**config.mk**
```make
export PLATFORM = sky130hd
export DESIGN_NAME = ysyx_24100005_lsu
export DESIGN_NICKNAME = d
export VERILOG_FILES = /design/src/rtl/ysyx_24100005_pkg.sv /design/src/rtl/ysyx_24100005_lsu_align.sv /design/src/rtl/ysyx_24100005_lsu.sv
export SDC_FILE = /design/constraint.sdc
export NUM_CORES = 1
export LEC_CHECK = 0
export CAP_MARGIN = 20
export CORE_MARGIN = 2
export CORE_UTILIZATION = 36
export DETAILED_ROUTE_END_ITERATION = 10
export PLACE_DENSITY = 0.67
export SETUP_SLACK_MARGIN = 0.15
export SLEW_MARGIN = 20
export SYNTH_ARGS = -nofsm -noshare
export SYNTH_HDL_FRONTEND = slang
export SYNTH_SLANG_ARGS = --single-unit
```
**constraint.sdc**
```tcl
create_clock -name clk -period 2.9 [get_ports clk]
set_clock_uncertainty 0.1 [all_clocks]
set_input_delay 0.58 -clock clk [delete_from_list [all_inputs] [get_ports clk]]
set_output_delay 0.58 -clock clk [all_outputs]
set_load 0.005 [all_outputs]
```
**src/rtl/ysyx_24100005_pkg.sv**
```systemverilog
// Shared definitions for the ysyx_24100005 load/store unit: funct3 encodings,
// LSU FSM states and lane-geometry helpers.
package ysyx_24100005_pkg;

    localparam logic [2:0] F3_LB  = 3'b000;
    localparam logic [2:0] F3_LH  = 3'b001;
    localparam logic [2:0] F3_LW  = 3'b010;
    localparam logic [2:0] F3_LD  = 3'b011;
    localparam logic [2:0] F3_LBU = 3'b100;
    localparam logic [2:0] F3_LHU = 3'b101;
    localparam logic [2:0] F3_LWU = 3'b110;
    localparam logic [2:0] F3_SB  = 3'b000;
    localparam logic [2:0] F3_SH  = 3'b001;
    localparam logic [2:0] F3_SW  = 3'b010;
    localparam logic [2:0] F3_SD  = 3'b011;

    typedef enum logic [1:0] {
        ST_IDLE = 2'd0,
        ST_REQ  = 2'd1,
        ST_WAIT = 2'd2,
        ST_RESP = 2'd3
    } lsu_state_e;

    // Number of byte lanes in a data word.
    function automatic int lsu_nbytes(input int xlen);
        return xlen / 8;
    endfunction

    // Width of the byte offset inside a data word.
    function automatic int lsu_offw(input int xlen);
        return (xlen == 64) ? 3 : 2;
    endfunction

endpackage

```
**src/rtl/ysyx_24100005_lsu_align.sv**
```systemverilog
// Combinational lane logic: byte mask and shifted store data, extracted and
// extended load data, and legality/alignment flags for one access.
module ysyx_24100005_lsu_align
    import ysyx_24100005_pkg::*;
#(
    parameter int XLEN = 32
) (
    input  logic                        we,
    input  logic [2:0]                  funct3,
    input  logic [lsu_offw(XLEN)-1:0]   offset,
    input  logic [XLEN-1:0]             wdata,
    input  logic [XLEN-1:0]             rdata,
    output logic [lsu_nbytes(XLEN)-1:0] wmask,
    output logic [XLEN-1:0]             wdata_sh,
    output logic [XLEN-1:0]             rdata_ext,
    output logic                        illegal,
    output logic                        misaligned
);
    localparam int NB = lsu_nbytes(XLEN);

    logic [7:0]      ones8;
    logic [XLEN-1:0] shifted;
    logic [XLEN-1:0] word_s;
    logic [XLEN-1:0] word_u;

    always_comb begin
        ones8 = 8'h01;
        case (funct3[1:0])
            2'b00:   ones8 = 8'h01;
            2'b01:   ones8 = 8'h03;
            2'b10:   ones8 = 8'h0f;
            default: ones8 = 8'hff;
        endcase
    end

    // Shifting within the word truncates anything that would spill past it.
    assign wmask    = we ? (ones8[NB-1:0] << offset) : '0;
    assign wdata_sh = wdata << {offset, 3'b000};
    assign shifted  = rdata >> {offset, 3'b000};

    generate
        if (XLEN == 64) begin : g_word64
            assign word_s = {{32{shifted[31]}}, shifted[31:0]};
            assign word_u = {32'b0, shifted[31:0]};
        end else begin : g_word32
            assign word_s = shifted;
            assign word_u = shifted;
        end
    endgenerate

    always_comb begin
        rdata_ext = '0;
        case (funct3)
            F3_LB:   rdata_ext = {{(XLEN-8){shifted[7]}}, shifted[7:0]};
            F3_LBU:  rdata_ext = {{(XLEN-8){1'b0}}, shifted[7:0]};
            F3_LH:   rdata_ext = {{(XLEN-16){shifted[15]}}, shifted[15:0]};
            F3_LHU:  rdata_ext = {{(XLEN-16){1'b0}}, shifted[15:0]};
            F3_LW:   rdata_ext = word_s;
            F3_LWU:  rdata_ext = word_u;
            F3_LD:   rdata_ext = shifted;
            default: rdata_ext = '0;
        endcase
    end

    always_comb begin
        illegal = 1'b1;
        if (we) begin
            case (funct3)
                F3_SB, F3_SH, F3_SW: illegal = 1'b0;
                F3_SD:               illegal = (XLEN != 64);
                default:             illegal = 1'b1;
            endcase
        end else begin
            case (funct3)
                F3_LB, F3_LH, F3_LW, F3_LBU, F3_LHU: illegal = 1'b0;
                F3_LD, F3_LWU:                       illegal = (XLEN != 64);
                default:                             illegal = 1'b1;
            endcase
        end
    end

    always_comb begin
        misaligned = 1'b0;
        case (funct3[1:0])
            2'b00:   misaligned = 1'b0;
            2'b01:   misaligned = offset[0];
            2'b10:   misaligned = |offset[1:0];
            default: misaligned = |offset;
        endcase
    end

endmodule

```
**src/rtl/ysyx_24100005_lsu.sv**
```systemverilog
// Multi-cycle load/store unit: IDLE -> REQ -> WAIT -> RESP handshake with data memory.
// Define YSYX_24100005_LSU_MISALIGN_TRAP_EN to reject misaligned accesses.
module ysyx_24100005_lsu
    import ysyx_24100005_pkg::*;
#(
    parameter int XLEN = 32,
    parameter int AW   = 32
) (
    input  logic                        clk,
    input  logic                        rst,
    input  logic                        req_valid,
    output logic                        req_ready,
    input  logic                        req_we,
    input  logic [2:0]                  req_funct3,
    input  logic [AW-1:0]               req_addr,
    input  logic [XLEN-1:0]             req_wdata,
    output logic                        resp_valid,
    output logic [XLEN-1:0]             resp_rdata,
    output logic                        resp_err,
    output logic                        mem_valid,
    input  logic                        mem_ready,
    output logic                        mem_wen,
    output logic [AW-1:0]               mem_addr,
    output logic [lsu_nbytes(XLEN)-1:0] mem_wmask,
    output logic [XLEN-1:0]             mem_wdata,
    input  logic                        mem_rvalid,
    input  logic [XLEN-1:0]             mem_rdata
);
    localparam int NB = lsu_nbytes(XLEN);
    localparam int OW = lsu_offw(XLEN);
`ifdef YSYX_24100005_LSU_MISALIGN_TRAP_EN
    localparam bit TRAP_EN = 1'b1;
`else
    localparam bit TRAP_EN = 1'b0;
`endif

    lsu_state_e      state_reg, state_next;
    logic            we_reg;
    logic [2:0]      funct3_reg;
    logic [AW-1:0]   addr_reg;
    logic [XLEN-1:0] wdata_reg;
    logic [XLEN-1:0] rdata_reg;
    logic            err_reg;

    logic            accept;
    logic            req_bad;
    logic            sel_we;
    logic [2:0]      sel_funct3;
    logic [OW-1:0]   sel_offset;
    logic [NB-1:0]   al_wmask;
    logic [XLEN-1:0] al_wdata;
    logic [XLEN-1:0] al_rdata;
    logic            al_illegal;
    logic            al_misaligned;

    assign accept = (state_reg == ST_IDLE) && req_valid;

    // One aligner serves both the incoming request (legality in IDLE) and the held one.
    assign sel_we     = (state_reg == ST_IDLE) ? req_we : we_reg;
    assign sel_funct3 = (state_reg == ST_IDLE) ? req_funct3 : funct3_reg;
    assign sel_offset = (state_reg == ST_IDLE) ? req_addr[OW-1:0] : addr_reg[OW-1:0];
    assign req_bad    = al_illegal | (TRAP_EN & al_misaligned);

    ysyx_24100005_lsu_align #(
        .XLEN (XLEN)
    ) u_align (
        .we         (sel_we),
        .funct3     (sel_funct3),
        .offset     (sel_offset),
        .wdata      (wdata_reg),
        .rdata      (mem_rdata),
        .wmask      (al_wmask),
        .wdata_sh   (al_wdata),
        .rdata_ext  (al_rdata),
        .illegal    (al_illegal),
        .misaligned (al_misaligned)
    );

    always_comb begin
        state_next = state_reg;
        case (state_reg)
            ST_IDLE: if (req_valid) state_next = req_bad ? ST_RESP : ST_REQ;
            ST_REQ:  if (mem_ready) state_next = ST_WAIT;
            ST_WAIT: if (mem_rvalid) state_next = ST_RESP;
            ST_RESP: state_next = ST_IDLE;
            default: state_next = ST_IDLE;
        endcase
    end

    always_ff @(posedge clk or negedge rst) begin
        if (!rst) begin
            state_reg  <= ST_IDLE;
            we_reg     <= 1'b0;
            funct3_reg <= '0;
            addr_reg   <= '0;
            wdata_reg  <= '0;
            rdata_reg  <= '0;
            err_reg    <= 1'b0;
        end else begin
            state_reg <= state_next;
            if (accept) begin
                we_reg     <= req_we;
                funct3_reg <= req_funct3;
                addr_reg   <= req_addr;
                wdata_reg  <= req_wdata;
                rdata_reg  <= '0;
                err_reg    <= req_bad;
            end else if ((state_reg == ST_WAIT) && mem_rvalid) begin
                rdata_reg <= we_reg ? '0 : al_rdata;
            end
        end
    end

    assign req_ready  = (state_reg == ST_IDLE);
    assign mem_valid  = (state_reg == ST_REQ);
    assign mem_wen    = mem_valid & we_reg;
    assign mem_addr   = mem_valid ? {addr_reg[AW-1:OW], {OW{1'b0}}} : '0;
    assign mem_wmask  = mem_valid ? al_wmask : '0;
    assign mem_wdata  = mem_valid ? al_wdata : '0;
    assign resp_valid = (state_reg == ST_RESP);
    assign resp_rdata = resp_valid ? rdata_reg : '0;
    assign resp_err   = resp_valid & err_reg;

endmodule

```
==> impl_metrics.py, run 1 <==
metrics = {
    "floorplanning": {
        "die_area_sq_um": 16900,
        "core_sq_um": 15300,
        "ioPinCount": 210,
        "die_h_um": 130,
        "rows": 45,
        "fp.dieW_um": 130,
        "start_util_pct": 37.2,
    },
    "layout": {
        "fill_cells": 1305,
        "regArea_sq_um": 2580,
        "area_growth_pct": 67.4,
        "multiInputGateArea_sq_um": 3370,
        "drive_gt1_share_pct": 36.1,
        "instances_no_fill": 1052,
        "final_nets": 944,
    },
    "cts": {
        "root_buffer": "clkbuf_16",
        "clk_pin_slew_ps": 70,
        "holdBufCountCts": 0,
        "cts.sinks": 103,
        "cts_tree": "yes",
        "cts_buffer_depth": 2,
        "htreeDepth": 3,
        "cts_buffers": 9,
        "insertion_delay_ps": 360,
    },
    "synthesis": {
        "synthesis.area_sq_um": 5700,
        "synth_warnings": 0,
        "synth-seq-cells": 103,
        "yosysUniqueCellTypes": 47,
        "syn_area_per_cell_sq_um": 10.0,
        "synth_cells": 568,
        "ys_seq_area_share_pct": 45.2,
        "synth-main-ff-cell": "dfrtp_1",
        "synth-edff-count": 0,
        "synthArstFlopShare_pct": 100,
    },
    "worst_setup_path": {
        "cpPeakStageDelay_ps": 400,
        "critPathKind": "flop to output port",
        "crit_required_ps": 2220,
        "reg2reg_depth": 13,
        "slowest_stage": "dfrtp_1",
        "reg2reg_slack_ps": -20,
        "setup.worst_path.start_class": "flop",
        "crit_path_end_kind": "output port",
        "path_cells": "inv_2, ha_4, buf_12, mux2i_4, buf_6, buf_6, buf_12, and3_4, a311oi_2, buf_2",
        "crit_arrival_ps": 2300,
        "worstPathMaxFanout": 5,
    },
    "place": {
        "placedCellCount": 992,
        "port_buffers": 207,
        "dp_hpwl_mm": 13.8,
        "gp_congestion": 0.897,
    },
    "drt": {
        "drt_pass1_iterations": 5,
        "vias_per_cell": 5.36,
        "drtAntennaViolNets": 0,
        "routed_wl_mm": 21.2,
        "drtIter0Drc": 488,
        "wire_per_inst_um": 20.1,
        "drc": 0,
        "vias": 5638,
    },
    "timing": {
        "hold_viol": 0,
        "slew_headroom_pct": 39.3,
        "tightest_slew_ps": 911,
        "period_needed_ps": 2980,
        "setup_slack_ps": -75.3,
        "period_share_pct": 103,
        "final.setup.tns_ps": -794,
        "fmax_mhz": 336,
        "finalSetupViolCount": 23,
        "timing.final.max_slew_violations": 0,
        "rsz0062_at_grt": "true",
    },
    "global_route": {
        "grt_usage_pct": 23.8,
        "grt_pass1_wl_mm": 30.6,
        "grt-ovfl-total": 0,
        "grt_max_degree": 71,
        "grt_pass1_vias": 5653,
        "antenna_found_initial": 0,
    },
    "job": {
        "cap_violations": 0,
    },
    "pwr": {
        "power.density_nw_per_um2": 1090,
        "power_mw": 10.4,
        "peakVddDrop_mv": 0.447,
        "cellLeakagePower_nw": 4.06,
    },
    "run_status": {
        "violations": "negative setup slack",
        "outcome": "finished, violations left",
    },
    "min_path": {
        "hp-class": "input port to asynchronous set/reset pin",
    },
}
-- final cells by class --
type	instances	share of cell area, %
antenna	1	0.0262
tap	211	2.77
clock buffer	11	2.54
inverter	11	0.433
multi-input combinational	415	35.3
clock inverter	5	0.354
timing repair buffer	295	31.5
sequential	103	27.0
-- routing by layer --
layer | routed length [um] | up-vias | track usage, % | share of wire [%]
met2 | 10100 | 320 | 38.9 | 48
li1 | - | 2539 | - | -
met3 | 2220 | 48 | 8.94 | 10
met1 | 8290 | 2731 | 28.7 | 39
met5 | 0 | - | 0 | 0
met4 | 607 | 0 | 8.67 | 2.9
-- critical path, delay by kind of cell, from the launching register on --
family | cells | cell delay [ps]
buf+inv | 6 | 780
flops | 1 | 400
simple gates | 1 | 160
fa+ha+maj | 1 | 180
compound gates | 1 | 190
mux | 1 | 200
-- what timing repair did --
item,4_1_cts,5_1_grt
setup endpoints to repair,84,94
resized for setup,221,90
pin swaps,25,32
cloned,4,4
setup buffers,22,14
-- where the power goes --
part           switching, mW  internal (mW)
registers              0.525           2.07
logic                   2.98           3.62
clock network          0.557          0.605
-- logic make-up after synthesis --
| logic type | count (synthesis) | share of synthesized area (%) |
|---|---|---|
| AO/OA/AOI/OAI | 104 | 13.2 |
| buffers and inverters | 52 | 3.99 |
| flip-flops | 103 | 45.2 |
| adder cells (fa/ha/maj) | 4 | 0.878 |
| AND/OR/NAND/NOR | 214 | 19.0 |
| multiplexers | 90 | 17.6 |
| other | 1 | 0.0658 |
-- metrics by stage --
stage               setup slack (ps)  hold WS (ps)  cell area [sq um]  utilization (%)
CTS                            -43.0           100               9010             58.8
finish                         -75.3          80.2               9540             62.3
global route                    -127           122               9540             62.3
floorplan                        209           184               5710                -
detailed placement              -462           376               8260             53.9
global placement                -424           354               8260             53.9
-- cell usage after synthesis (2+ instances only) --
library cell	number	share of area, %
ha_1	4	0.88
o21ai_0	18	1.6
a21oi_1	29	2.5
o32ai_1	2	0.31
a221o_1	16	2.8
buf_4	2	0.26
a311oi_1	8	1.2
clkbuf_1	29	1.9
and3_1	16	1.8
o21a_1	2	0.26
buf_2	8	0.70
nor3_1	3	0.26
mux2_2	65	13
nand2_1	93	6.1
and3b_1	2	0.31
inv_1	11	0.72
a32o_1	7	1.2
nor2_1	9	0.59
buf_6	2	0.40
nand3_1	9	0.79
nand2b_1	3	0.33
o21ai_1	2	0.18
dfrtp_1	103	45
and2_1	66	7.2
mux2i_1	21	3.7
o211ai_1	10	1.3
nor2b_1	8	0.88
-- path summary, 6_finish.rpt --
kind,start,to
worst min register to register,rdata_reg[6],rdata_reg[6]
worst max register to register,state_reg[1],rdata_reg[29]
min in group clk,rdata_reg[6],rdata_reg[6]
max in group asynchronous,rst,wdata_reg[16]
worst min-delay path,rst,rdata_reg[12]
worst max-delay path,state_reg[1],mem_wdata[24]
-- cells in the final DEF, fill, tap and decap left out, drive strengths merged, types with 2 or more instances in the layout --
cell           count
a21oi             29
a221o             16
a311oi             8
a32o               7
and2              67
and3              16
and3b              2
buf              121
clkbuf            15
clkdlybuf4s50    169
clkinv             3
clkinvlp           2
conb               2
dfrtp            103
ha                 4
inv               11
mux2              68
mux2i             23
nand2             93
nand2b             3
nand3              9
nor2              10
nor2b              8
nor3               4
o211ai            10
o21a               2
o21ai             20
o32ai              2
Note: power is estimated with default switching activity, not from simulation.
==> run 2, diff against run 1 <==
Settings changed: DONT_BUFFER_PORTS set to 1, PLACE_DENSITY 0.67 to unset.
==> run 2 against run 1 <==
  * The run ends with negative hold slack left
  * Non-clock buffer count down 238
  * Total power fell by 20%
  * Cell count is 23% lower
  * Hold slack lost 260 ps
  * Die area unchanged
  * Setup slack improved by 180 ps
  * Combinational power decreased by 33%
  * Largest power group unchanged
  * Highest routed layer is now met5
==> impl_metrics.py, run 2 (same netlist as run 1, synthesis figures left out) <==
metrics = {
    "global_route": {
        "grt_usage_pct": 21.2,
        "grt_max_degree": 104,
        "grt-ovfl-total": 0,
        "grt_pass1_wl_mm": 27.0,
        "grt_pass1_vias": 4684,
        "antenna_found_initial": 2,
    },
    "timing": {
        "period_needed_ps": 2800,
        "slew_headroom_pct": 37.7,
        "finalSetupViolCount": 0,
        "fmax_mhz": 358,
        "final.setup.tns_ps": 0,
        "rsz0062_at_grt": "true",
        "setup_slack_ps": 104,
        "timing.final.max_slew_violations": 0,
        "period_share_pct": 96.4,
        "tightest_slew_ps": 934,
        "hold_viol": 103,
        "holdWs_ps": -176,
    },
    "cts": {
        "cts.sinks": 103,
        "cts_buffers": 9,
        "cts_tree": "yes",
        "cts_buffer_depth": 2,
        "insertion_delay_ps": 350,
        "clk_pin_slew_ps": 70,
        "root_buffer": "clkbuf_16",
        "htreeDepth": 3,
    },
    "drt": {
        "drc": 0,
        "drtIter0Drc": 313,
        "wire_per_inst_um": 21.7,
        "vias": 4567,
        "routed_wl_mm": 17.7,
        "drtAntennaViolNets": 0,
        "drt_pass1_iterations": 5,
        "vias_per_cell": 5.61,
    },
    "layout": {
        "drive_gt1_share_pct": 30.6,
        "layout_commonest_cell": "dfrtp_1",
        "final_core_util_pct": 44.8,
        "area_growth_pct": 20.5,
        "final_nets": 706,
        "fill_cells": 1481,
        "layout_common_cells": "103 x dfrtp_1, 88 x nand2_1, 66 x mux2_2",
    },
    "worst_setup_path": {
        "slowest_stage": "dfrtp_1",
        "critPathKind": "flop to output port",
        "cpPeakStageDelay_ps": 370,
        "cp_num_buf_inv": 4,
        "path_cells": "inv_2, ha_4, buf_4, mux2_4, buf_4, nand2_1, and3_1, a311oi_1, buf_4",
        "crit_required_ps": 2220,
        "cp_top_family": "buffers and inverters",
        "crit_path_end_kind": "output port",
        "reg2reg_slack_ps": 170,
        "cp_common_cell": "buf_4",
        "setup.worst_path.start_class": "flop",
        "worstPathMaxFanout": 9,
        "crit_arrival_ps": 2120,
    },
    "floorplanning": {
        "die_h_um": 130,
        "start_util_pct": 37.2,
        "rows": 45,
        "ioPinCount": 210,
        "fp.dieW_um": 130,
        "core_sq_um": 15300,
        "die_area_sq_um": 16900,
    },
    "place": {
        "dp_hpwl_mm": 12.6,
        "port_buffers": 0,
        "dp_slack_ps": 121,
        "gp_congestion": 0.945,
    },
    "pwr": {
        "cellLeakagePower_nw": 2.99,
        "power_mw": 8.33,
        "peakVddDrop_mv": 0.441,
        "power.density_nw_per_um2": 1210,
    },
    "job": {
        "cap_violations": 0,
    },
    "run_status": {
        "outcome": "finished, violations left",
        "violations": "negative hold slack",
    },
    "min_path": {
        "hp-class": "input port to asynchronous set/reset pin",
    },
}
-- run 2: final cells by class --
type,count,area [sq um],area share (%)
clock buffer,9,225,3.28
timing repair buffer,57,573,8.35
multi-input combinational,415,3080,44.9
tap,211,264,3.84
sequential,103,2580,37.5
antenna,1,2.50,0.0364
clock inverter,7,103,1.49
inverter,11,41.3,0.601
-- run 2: final timing paths --
path,start,endpoint,cells after the start
setup / recovery,state_reg[1],mem_wdata[24],9
hold reg to reg,rdata_reg[3],rdata_reg[3],1
setup reg to reg,state_reg[1],rdata_reg[28],12
hold / removal,rst,rdata_reg[29],0
min in group clk,req_funct3[1],funct3_reg[1],2
max in group asynchronous,rst,addr_reg[0],0
-- run 2: through the flow --
step                      instance area [sq um]  cells
final                                      6870    814
after CTS                                  6750    808
after global routing                       6860    813
after global placement                     6080    772
after floorplan                            5710    569
after detailed placement                   6080    772
-- run 2: what timing repair did --
action,CTS,global route
endpoints found under the setup margin,36,52
gates resized for setup,35,20
pin swaps,9,7
gates cloned,5,0
hold endpoints to repair,103,103
setup buffers,15,5
-- run 2: per-layer routing --
| layer | track usage (%) | vias to the layer above | share of wire (%) |
|---|---|---|---|
| li1 | - | 2065 | - |
| met1 | 26.0 | 2191 | 40 |
| met2 | 33.5 | 269 | 46 |
| met3 | 7.83 | 40 | 10 |
| met4 | 9.23 | 2 | 2.9 |
| met5 | 0 | - | 0.074 |
-- run 2: power breakdown --
part	switching, mW	leakage (nW)	total (mW)	internal (mW)
Sequential	0.475	1.28	2.55	2.07
Combinational	2.26	1.55	4.45	2.19
Clock	0.568	0.157	1.33	0.766
Total	3.30	2.99	8.33	5.03
